`src/rtl/picosoc_regs_dump.sv`:
```
// Debug read-out engine: walks a (possibly wrapping) index range of the PicoSoC
// register file through one async read port and streams the words out.
module picosoc_regs_dump #(
  parameter bit ZERO_X0 = 1'b1
) (
  input  logic        clk_i,
  input  logic        reset_i,
  input  logic        start_i,
  input  logic [4:0]  first_i,
  input  logic [4:0]  last_i,
  input  logic        abort_i,
  output logic [5:0]  raddr_o,
  input  logic [31:0] rdata_i,
  output logic        busy_o,
  output logic        out_valid_o,
  input  logic        out_ready_i,
  output logic [31:0] out_data_o,
  output logic [4:0]  out_addr_o,
  output logic        out_last_o,
  output logic        done_o
);

  typedef enum logic [1:0] {
    ST_IDLE  = 2'd0,
    ST_READ  = 2'd1,
    ST_DRAIN = 2'd2
  } state_e;

  state_e      state_q;
  logic [4:0]  idx_q;
  logic [4:0]  end_idx_q;
  logic        busy_q;
  logic        out_valid_q;
  logic [31:0] out_data_q;
  logic [4:0]  out_addr_q;
  logic        out_last_q;
  logic        done_q;

  logic        load_s;
  logic        hs_s;
  logic        at_end_s;
  logic [31:0] word_d;

  // Load/handshake qualifiers and the word to capture (x0 optionally forced to zero)
  always_comb begin
    load_s   = 1'b0;
    hs_s     = out_valid_q && out_ready_i;
    at_end_s = (idx_q == end_idx_q);
    word_d   = rdata_i;
    if (state_q == ST_READ) begin
      load_s = !out_valid_q || out_ready_i;
    end else begin
      load_s = 1'b0;
    end
    if (ZERO_X0 && (idx_q == 5'd0)) begin
      word_d = 32'h0000_0000;
    end else begin
      word_d = rdata_i;
    end
  end

  // Dump sequencer with registered stream outputs
  always_ff @(posedge clk_i or posedge reset_i) begin
    if (reset_i) begin
      state_q     <= ST_IDLE;
      idx_q       <= 5'd0;
      end_idx_q   <= 5'd0;
      busy_q      <= 1'b0;
      out_valid_q <= 1'b0;
      out_data_q  <= 32'h0000_0000;
      out_addr_q  <= 5'd0;
      out_last_q  <= 1'b0;
      done_q      <= 1'b0;
    end else begin
      done_q <= 1'b0;
      case (state_q)
        ST_IDLE: begin
          if (start_i) begin
            idx_q     <= first_i;
            end_idx_q <= last_i;
            busy_q    <= 1'b1;
            state_q   <= ST_READ;
          end
        end
        ST_READ: begin
          // Abort wins over any load or handshake in the same cycle
          if (abort_i) begin
            out_valid_q <= 1'b0;
            out_last_q  <= 1'b0;
            busy_q      <= 1'b0;
            state_q     <= ST_IDLE;
          end else if (load_s) begin
            out_data_q  <= word_d;
            out_addr_q  <= idx_q;
            out_last_q  <= at_end_s;
            out_valid_q <= 1'b1;
            if (at_end_s) begin
              state_q <= ST_DRAIN;
            end else begin
              idx_q <= idx_q + 5'd1;
            end
          end
        end
        ST_DRAIN: begin
          if (abort_i) begin
            out_valid_q <= 1'b0;
            out_last_q  <= 1'b0;
            busy_q      <= 1'b0;
            state_q     <= ST_IDLE;
          end else if (hs_s) begin
            out_valid_q <= 1'b0;
            busy_q      <= 1'b0;
            done_q      <= 1'b1;
            state_q     <= ST_IDLE;
          end
        end
        default: begin
          out_valid_q <= 1'b0;
          out_last_q  <= 1'b0;
          busy_q      <= 1'b0;
          state_q     <= ST_IDLE;
        end
      endcase
    end
  end

  assign raddr_o     = {1'b0, idx_q};
  assign busy_o      = busy_q;
  assign out_valid_o = out_valid_q;
  assign out_data_o  = out_data_q;
  assign out_addr_o  = out_addr_q;
  assign out_last_o  = out_last_q;
  assign done_o      = done_q;

endmodule

```
`config.mk`:
```
export PLATFORM = sky130hd
export DESIGN_NAME = picosoc_regs_dump
export DESIGN_NICKNAME = d
export VERILOG_FILES = /design/src/rtl/picosoc_regs_dump.sv
export SDC_FILE = /design/constraint.sdc
export NUM_CORES = 1
export LEC_CHECK = 0
export CAP_MARGIN = 20
export CORE_ASPECT_RATIO = 2
export CORE_MARGIN = 4
export CORE_UTILIZATION = 41
export CTS_BUF_LIST = sky130_fd_sc_hd__clkbuf_8
export DETAILED_ROUTE_END_ITERATION = 8
export PLACE_DENSITY = 0.84
export SLEW_MARGIN = 20
export SYNTH_ARGS = -nofsm -noshare
export SYNTH_HDL_FRONTEND = slang
export SYNTH_SLANG_ARGS = --single-unit
export TNS_END_PERCENT = 5
```
`constraint.sdc`:
```
create_clock -name clk_i -period 1.69 [get_ports clk_i]
set_input_delay 0.2535 -clock clk_i [delete_from_list [all_inputs] [get_ports clk_i]]
set_output_delay 0.2535 -clock clk_i [all_outputs]
set_load 0.02 [all_outputs]
```
==> run summary <==
worst clock skew = 6.22 ps
GRT Total Usage = 16.7%
RSZ-0062 raised after global routing = no
Yosys top cell by area = dfrtp_1
fraction of registers with async set or reset after synthesis = 100%
total power = 0.00641 W
Clk pin slew, worst setup/hold paths = 90 ps
WP data arrival = 1810 ps
Clock Latency Late Sink = 300 ps
WP data required = 1890 ps
Seq/Total Area, Yosys = 54.2%
final hold vios = 0
syn nets = 303
wire per inst = 14.8 um
first-pass GRT wire length = 9.59 mm
Starting DRT DRC Count = 97
mux share of post-synthesis cell area = 2.20%
main combinational cell family by area after synthesis = simple AND/OR/NAND/NOR gates
Area contributors post-synth = dfrtp_1 (54%), nand2_1 (11%), o21ai_1 (5.1%)
adder-cell share of the synthesized area = 1.02%
core footprint = 0.00576 mm^2
synth warn = 0
Synth Area in Simple Gates = 21.6%
post-synth cell types = 39
Top FF cell, synth = dfrtp_1
worst r2r path cells = 5
largest net degree at the start of global routing = 54
cell count after placement = 406
IO buf count = 92
final WL = 6.16 mm
fin area = 0.00362 mm^2
final setup margin = 80.0 ps
Nets = 402
via count = 2,079
H-tree level count = 2
Lkg Pwr = 1.68 nW
Row Count = 39
DR DRC count = 0
Hold Crit Class = in -> async
fin crit share = 95.3%
vias in the first global route = 2,045
Final ANT Viol Nets = 0
Post-synth EDFFs = 0
run status = complete, no violations
Post-Place Worst Slack = -42.2 ps
minimum clock period = 1610 ps
critical path peak fanout = 16
Synth Area in XOR/XNOR = 1.79%
compound-gate portion of the synthesized area = 13.5%
io pins = 94
Max VDD drop = 0.865 mV
maxcap violations = 0
placed inst area = 0.00348 mm^2
#FFs+latches synth = 53
Synth Area per Inst = 9.63 um^2
hold_buf cts = 0
initial antenna violation count = 0
Critical Path Start Type = flop
DR pass1 iterations = 4
CTS tree = done
layout cell share with drive strength beyond 1 = 17.2%
Pins Over Slew Limit = 0
total die area = 0.00734 mm^2
HPWL Detailed = 4.58 mm
top-area cell type share of the netlist area = 54.2%
Pwr Density = 1770 mW/mm^2
GP Congestion = 0.893
R2R Setup Slk = 80 ps
Max Fclk = 621 MHz
die height = 117 um
Syn Std Cell Area = 0.00244 mm^2
# diodes = 0
Setup CP Type = reg -> reg
TritonCTS Sinks = 53
Syn Inst Count = 254
final cell count without fillers = 415
GR Overflow Total = 0
root buf cell = clkbuf_8
setup violators final = 0
Initial Util = 42.5%
TritonCTS Buffers = 5
routed vias/inst = 5.01
Layout area overhead = 47.9%
crit path capture type = flop
Post-CTS Setup Inserts = 0
worst r2r dst = out_data_o[26]
die width = 62.6 um
FF-to-FF Start = idx_q[0]
Clock Path Buffers = 2
where the power goes:
part           internal [W]  total, W  switching (W)
clock network      0.000477  0.000870       0.000393
logic               0.00158   0.00334        0.00176
registers           0.00183   0.00220       0.000371
total               0.00389   0.00641        0.00252
critical path, cell delays in order, from the launching register on:
cell and delay, ps:
dfrtp_2 410, inv_1 80, ha_2 200, or4b_4 630, nand2_1 130, o21ai_1 60
cells by family after synthesis:
group | Yosys count
simple gates | 113
flops | 53
mux | 5
xor+xnor | 5
other cells | 1
buf+inv | 20
fa+ha+maj | 2
compound gates | 55
state kept, by name, indices dropped and copies added (netlist names):
name,count
busy_o,1
done_o,1
end_idx_q,5
idx_q,5
out_addr_o,5
out_data_o,32
out_last_o,1
out_valid_o,1
state_q,2
Yosys cell counts (3+ instances only):
| cell | instances |
|---|---|
| buf_2 | 4 |
| nand3_1 | 6 |
| dfrtp_1 | 53 |
| nor3_1 | 6 |
| a21oi_1 | 5 |
| buf_6 | 3 |
| mux2_2 | 3 |
| clkbuf_1 | 6 |
| xor2_1 | 5 |
| o21ai_0 | 11 |
| nand2b_1 | 3 |
| inv_1 | 3 |
| nand2_1 | 71 |
| o21ai_2 | 6 |
| o21ai_1 | 25 |
| nor2_1 | 3 |
| nand2_2 | 16 |
layout make-up:
cell class	instances	area (um^2)
clock buffer	6	82.6
timing repair buffer	108	1080
multi-input combinational	182	1000
clock inverter	2	33.8
sequential	53	1330
tap	61	76.3
inverter	3	11.3
fill	476	2140
cell usage in the layout (no fill, tap or decap), types with 3 or more instances in the layout:
master,netlist,layout
o21ai_1,25,25
xor2_1,5,5
buf_12,1,3
dlygate4sd2_1,0,3
a21oi_1,5,5
nand3_1,6,6
o21ai_0,11,11
nand2_1,71,71
buf_4,1,13
nor3_1,6,6
dfrtp_1,53,51
nand2_2,16,16
clkdlybuf4s50_1,0,87
inv_1,3,3
clkbuf_8,0,6
nand2b_1,3,3
mux2_2,3,3
o21ai_2,6,6
worst max-delay path by stage:
stage / slack (ps) / startpoint / to
detailed placement: -40 / out_ready_i / idx_q[4]
global route: 3 / idx_q[0] / out_data_o[30]
floorplan: 30 / reset_i / idx_q[0]
global placement: -3 / out_ready_i / idx_q[4]
finish: 80 / idx_q[0] / out_data_o[26]
CTS: -7 / idx_q[0] / out_data_o[28]
metal layers:
metal,global-route usage [%],part of all wire [%],vias up
met5,0,0,-
met4,9.44,3.7,0
met3,3.63,4.9,19
met2,30.0,54,75
met1,18.1,38,941
li1,-,-,1044
timing repair:
action / CTS / global route
pin swaps: 1 / 0
endpoints found under the setup margin: 7 / 35
gates resized for setup: 3 / 6
endpoints found under the hold margin: 0 / 0
cloned: 0 / 1
per-stage QoR:
stage | setup TNS [ps] | hold WS (ps) | utilization [%]
3_5_place_dp | -58.1 | 470 | 60.4
6_report | 0 | 307 | 62.8
2_1_floorplan | 0 | 325 | -
4_1_cts | -11.9 | 319 | 62.4
5_1_grt | 0 | 345 | 62.8
3_3_place_gp | -3.17 | 460 | 60.4
No activity file was read; power rests on OpenSTA's default activity.
